===== config.mk =====
export PLATFORM = sky130hd
export DESIGN_NAME = sfpga_tap_frame_rx
export DESIGN_NICKNAME = d
export VERILOG_FILES = /design/src/rtl/sfpga_link_pkg.sv /design/src/rtl/sfpga_rx_timeout.sv /design/src/rtl/sfpga_tap_frame_rx.sv
export SDC_FILE = /design/constraint.sdc
export NUM_CORES = 1
export LEC_CHECK = 0
export CORE_MARGIN = 4
export CORE_UTILIZATION = 55
export DETAILED_ROUTE_END_ITERATION = 10
export GPL_TIMING_DRIVEN = 0
export PLACE_DENSITY = 0.81
export SYNTH_ARGS = -nofsm -noshare
export SYNTH_HDL_FRONTEND = slang
export SYNTH_SLANG_ARGS = --single-unit

===== constraint.sdc =====
create_clock -name clk_100m -period 6.8 [get_ports clk_100m]
set_input_delay 1.02 -clock clk_100m [delete_from_list [all_inputs] [get_ports clk_100m]]
set_output_delay 1.02 -clock clk_100m [all_outputs]
set_load 0.005 [all_outputs]

===== src/rtl/sfpga_link_pkg.sv =====
// Shared constants and FSM state encoding for the slave-FPGA serial link.
package sfpga_link_pkg;

  localparam logic [7:0] HDR0       = 8'h5A;
  localparam logic [7:0] HDR1       = 8'hA5;
  localparam logic [7:0] CMD_WR     = 8'h01;
  localparam int         TAP_ADDR_W = 32;

  // Each state names the byte the parser expects next
  typedef enum logic [2:0] {
    ST_IDLE,
    ST_H1,
    ST_CMD,
    ST_ADDR,
    ST_LEN,
    ST_DATA,
    ST_CSUM
  } rx_state_e;

endpackage


===== src/rtl/sfpga_rx_timeout.sv =====
// Inter-byte gap counter: clears on every valid byte, and tc is high once the gap reaches TIMEOUT_CYC.
// tc is combinational from the count register; the count restarts when tc fires or when inactive.
module sfpga_rx_timeout #(
  parameter int TIMEOUT_CYC = 1000
) (
  input  logic clk,
  input  logic rst,
  input  logic clr,
  input  logic active,
  input  logic vld,
  output logic tc
);
  import sfpga_link_pkg::*;

  localparam int CW = $clog2(TIMEOUT_CYC + 1);

  logic [CW-1:0] cnt;

  assign tc = active && (cnt == CW'(TIMEOUT_CYC));

  always_ff @(posedge clk or posedge rst) begin
    if (rst) begin
      cnt <= '0;
    end else if (clr || vld || !active || tc) begin
      cnt <= '0;
    end else begin
      cnt <= cnt + 1'b1;
    end
  end

endmodule


===== src/rtl/sfpga_tap_frame_rx.sv =====
// Tap-write frame parser: decodes link frames into tap strobes and keeps good/bad frame counters.
// All outputs registered, strobes one cycle after the accepting byte; no backpressure on rx_vld.
module sfpga_tap_frame_rx #(
  parameter int         TIMEOUT_CYC = 1000,
  parameter logic [7:0] HDR0        = sfpga_link_pkg::HDR0,
  parameter logic [7:0] HDR1        = sfpga_link_pkg::HDR1,
  parameter logic [7:0] CMD_WR      = sfpga_link_pkg::CMD_WR
) (
  input  logic        clk_100m,
  input  logic        rst_100m,
  input  logic        sfpga_rst,
  input  logic        cfg_clr,
  input  logic [7:0]  rx_data,
  input  logic        rx_vld,
  output logic        tap_wr_cmd,
  output logic [31:0] tap_wr_addr,
  output logic        tap_wr_vld,
  output logic [31:0] tap_wr_data,
  output logic [15:0] frm_ok_cnt,
  output logic [15:0] frm_err_cnt,
  output logic        frm_err
);
  import sfpga_link_pkg::*;

  rx_state_e   state, state_nxt, cur;
  logic        tc, is_wr, cmd_hit, word_hit, ok_evt, err_evt;
  logic [1:0]  byte_idx;
  logic [7:0]  words_left, sum;
  logic [23:0] shreg;

  sfpga_rx_timeout #(.TIMEOUT_CYC(TIMEOUT_CYC)) u_timeout (
    .clk    (clk_100m),
    .rst    (rst_100m),
    .clr    (sfpga_rst),
    .active (state != ST_IDLE),
    .vld    (rx_vld),
    .tc     (tc)
  );

  always_ff @(posedge clk_100m or posedge rst_100m) begin
    if (rst_100m) state <= ST_IDLE;
    else          state <= state_nxt;
  end

  // A byte arriving in the timeout cycle is parsed as if the FSM were already idle
  always_comb begin
    cur       = tc ? ST_IDLE : state;
    state_nxt = cur;
    cmd_hit   = 1'b0;
    word_hit  = 1'b0;
    ok_evt    = 1'b0;
    err_evt   = tc;
    if (rx_vld) begin
      case (cur)
        ST_IDLE: if (rx_data == HDR0) state_nxt = ST_H1;
        ST_H1: begin
          if (rx_data == HDR1)      state_nxt = ST_CMD;
          else if (rx_data != HDR0) state_nxt = ST_IDLE;
        end
        ST_CMD:  state_nxt = ST_ADDR;
        ST_ADDR: begin
          if (byte_idx == 2'd3) begin
            state_nxt = ST_LEN;
            cmd_hit   = is_wr;
          end
        end
        ST_LEN:  state_nxt = (rx_data == 8'd0) ? ST_CSUM : ST_DATA;
        ST_DATA: begin
          if (byte_idx == 2'd3) begin
            word_hit = is_wr;
            if (words_left == 8'd1) state_nxt = ST_CSUM;
          end
        end
        ST_CSUM: begin
          state_nxt = ST_IDLE;
          ok_evt    = (rx_data == sum);
          err_evt   = (rx_data != sum);
        end
        default: state_nxt = ST_IDLE;
      endcase
    end
    if (sfpga_rst) state_nxt = ST_IDLE;
  end

  always_ff @(posedge clk_100m or posedge rst_100m) begin
    if (rst_100m) begin
      tap_wr_cmd  <= 1'b0;
      tap_wr_vld  <= 1'b0;
      frm_err     <= 1'b0;
      tap_wr_addr <= '0;
      tap_wr_data <= '0;
      frm_ok_cnt  <= '0;
      frm_err_cnt <= '0;
      is_wr       <= 1'b0;
      byte_idx    <= '0;
      words_left  <= '0;
      sum         <= '0;
      shreg       <= '0;
    end else begin
      tap_wr_cmd <= cmd_hit && !sfpga_rst;
      tap_wr_vld <= word_hit && !sfpga_rst;
      frm_err    <= err_evt && !sfpga_rst;
      if (cmd_hit && !sfpga_rst)  tap_wr_addr <= {shreg, rx_data};
      if (word_hit && !sfpga_rst) tap_wr_data <= {shreg, rx_data};
      if (rx_vld) begin
        shreg <= {shreg[15:0], rx_data};
        case (cur)
          ST_H1: if (rx_data == HDR1) sum <= '0;
          ST_CMD: begin
            is_wr    <= (rx_data == CMD_WR);
            sum      <= sum + rx_data;
            byte_idx <= '0;
          end
          ST_ADDR: begin
            sum      <= sum + rx_data;
            byte_idx <= byte_idx + 2'd1;
          end
          ST_LEN: begin
            sum        <= sum + rx_data;
            words_left <= rx_data;
            byte_idx   <= '0;
          end
          ST_DATA: begin
            sum      <= sum + rx_data;
            byte_idx <= byte_idx + 2'd1;
            if (byte_idx == 2'd3) words_left <= words_left - 8'd1;
          end
          default: ;
        endcase
      end
      if (sfpga_rst || cfg_clr) begin
        frm_ok_cnt  <= '0;
        frm_err_cnt <= '0;
      end else begin
        if (ok_evt && frm_ok_cnt != 16'hFFFF)   frm_ok_cnt  <= frm_ok_cnt + 16'd1;
        if (err_evt && frm_err_cnt != 16'hFFFF) frm_err_cnt <= frm_err_cnt + 16'd1;
      end
    end
  end

endmodule


==> metrics <==
fmax 260 MHz; Clock Path Buffers 2; top cells by area, synth dfrtp_1, mux2_4, mux2_1, mux2_2, a21oi_1; Post-synth ARST share 100%; Final Hold Viols 0; GRT Util Overall 24.0%; initial DRC count 504; HP Class flop to flop; first-pass GRT wire length 30.5 mm; maximum fanout along the worst path 10; ratio of final minimum period to clock period 56.5%; Yosys top cell area share 51.6%; met3 routed WL 1.15 mm; TritonCTS clock tree done; Crit path required time 7140 ps; reg2reg setup slack 3930 ps; core area 13300 µm²; final setup TNS 0 ps; Metal-1 WL 7.73 mm; setup violators final 0; share of layout cells above drive strength 1 15.5%; chip height 125 µm; antenna violations before repair 0; io pins 112; Leak Pwr 4.19 nW; area leader, netlist dfrtp_1; critical path launch point type input pin; vias in the first global route 5873; DR DRC count 0; Vias/cell 6.09; pwr/cell area 243 nW/µm²; IO Port Bufs 110; Tightest Pin Transition 596 ps; Main synth FF type dfrtp_1; Tot Pwr 0.00232 W; RSZ-0062 raised after global routing no; most common cell after layout, fill and taps aside dfrtp_1; Slew headroom 60.3%; number of synthesized flops with an enable pin 0; Worst Hold Launch tap_wr_data[5]; Placer Congestion 0.870; #FFs+latches synth 155; Post-DP HPWL 12.5 mm; design area 9520 µm²; crit path kind input pin to flop; Gate Count Post-Synth 636; Syn-to-layout area delta 26.7%; row cnt 42; element type at the critical path end flop; cell area after synthesis 7510 µm²; CTS sink cnt 155; post-synthesis cell type count 73; Die X 125 µm; status complete, no violations; syn avg cell area 11.8 µm²; synth warn 0; pre-CTS WS 2530 ps; final-stage net count 794; FF-to-FF End frm_err_cnt[8]; post-CTS sizing 0; CTS Hold Bufs 0; reg2reg start sum[5]; min setup slack post-route 2960 ps; most frequent cells in the layout dfrtp_1, clkdlybuf4s50_1, nand2_1; DR top layer met4; diode count 0; total wire length 18.5 mm; hold depth 1; met2 routed WL 9.25 mm; critical path data arrival time 4180 ps; Net Count, Synth 664; Setup Fix Bufs, Post-CTS 0; MaxCap Viol Count 0; post-route minimum period 3840 ps; Slew Viols, Final 0; pin count of the biggest net entering global routing 92; dpl cell area 8860 µm²; reg2reg path depth 8; Overflow after GRT 0; clock latency on the worst-skew pair 420 ps; htree depth 4; VDD IR max 0.186 mV; Initial Utilization 56.5%; Die Area 15600 µm²; Pre-Repair DR Iteration Count 5; ANT nets after route 0; skew final 7.04 ps; Min-Delay Endpoint tap_wr_data[5]; CTS Buf Count 17; Reg clk slew, reported paths 60 ps; via count 5812; post-synthesis sequential area ratio 51.6%; Clk Tree Root Cell clkbuf_16; average wire per standard cell 19.4 µm
[stage by stage]
step	instances	util (%)	hold slack, ps
finish	955	71.6	487
detailed placement	923	66.7	479
floorplan	636	-	468
CTS	955	71.6	493
global placement	922	66.4	467
global route	955	71.6	508
[cell usage after synthesis, types with 3 or more instances]
cell and n:
buf_4 3, nor2_1 28, nor3_1 10, mux2_1 36, nand4_1 13, buf_6 4
o21ai_0 9, and4_1 6, o31ai_1 16, and3_1 5, ha_1 14, dfrtp_1 155
nand3_1 23, inv_1 15, xnor2_1 8, buf_2 11, or4_1 20, nand2_1 37
a21oi_1 35, mux2i_1 8, nor2b_1 4, xor2_1 5, a22o_1 7, mux2_4 29
or3_1 17, clkbuf_1 13, mux2_2 25, nor4_1 8, o21ai_1 16
[critical path, cell delays in order]
cell             delay (ps)
clkdlybuf4s50_1         760
ha_1                    330
nor4_1                  510
and3_1                  350
a2bb2oi_2               370
buf_2                   300
buf_2                   260
o31ai_1                 120
a21oi_1                 160
[sequential cells by signal (all words and copies together), names as in the netlist]
register and flops:
byte_idx 2, frm_ok_cnt 16, frm_err 1, u_timeout.cnt 10
state 3, tap_wr_vld 1, tap_wr_cmd 1, sum 8
tap_wr_data 32, is_wr 1, shreg 24, frm_err_cnt 16
tap_wr_addr 32, words_left 8
[logic make-up (layout without fill, tap and decap cells)]
family | count (synthesis) | after routing | synth area share, %
adders and majority gates | 15 | 15 | 2.60
xor gates and xnor gates | 13 | 13 | 1.52
buffers and inverters | 49 | 192 | 3.18
muxes | 98 | 98 | 16.0
DFF | 155 | 155 | 51.6
and+or+nand+nor | 194 | 194 | 14.8
AOI/OAI and AO/OA | 112 | 112 | 10.2
[per-layer routing]
metal | track usage (%) | up-vias
met1 | 31.4 | 2886
met5 | 0 | -
met3 | 4.97 | 33
met2 | 40.6 | 253
li1 | - | 2640
met4 | 7.40 | 0
[worst max path at each step]
stage	slack [ps]	end	from
after floorplan	1600	byte_idx[0]	rst_100m
after global routing	2820	frm_err_cnt[8]	rx_data[5]
after global placement	-230	sum[3]	rst_100m
final	2960	frm_err_cnt[8]	rx_data[1]
after detailed placement	2530	frm_err_cnt[8]	rx_data[1]
after CTS	2960	frm_err_cnt[8]	rx_data[1]
[final cells by class]
| class | count | area, µm² |
|---|---|---|
| Timing Repair Buffer | 111 | 1130 |
| Tap cell | 176 | 220 |
| Sequential cell | 155 | 3880 |
| Clock buffer | 19 | 443 |
| Multi-Input combinational cell | 432 | 3390 |
| Clock inverter | 13 | 211 |
| Inverter | 16 | 65.1 |
| Fill cell | 910 | 3780 |
| Buffer | 33 | 179 |
[power by group]
part           switching (W)  internal [W]  total (W)
Clock               0.000388      0.000666    0.00105
Combinational       0.000141      0.000112   0.000253
Sequential         0.0000413      0.000968    0.00101
(Power assumes the default switching activity.)
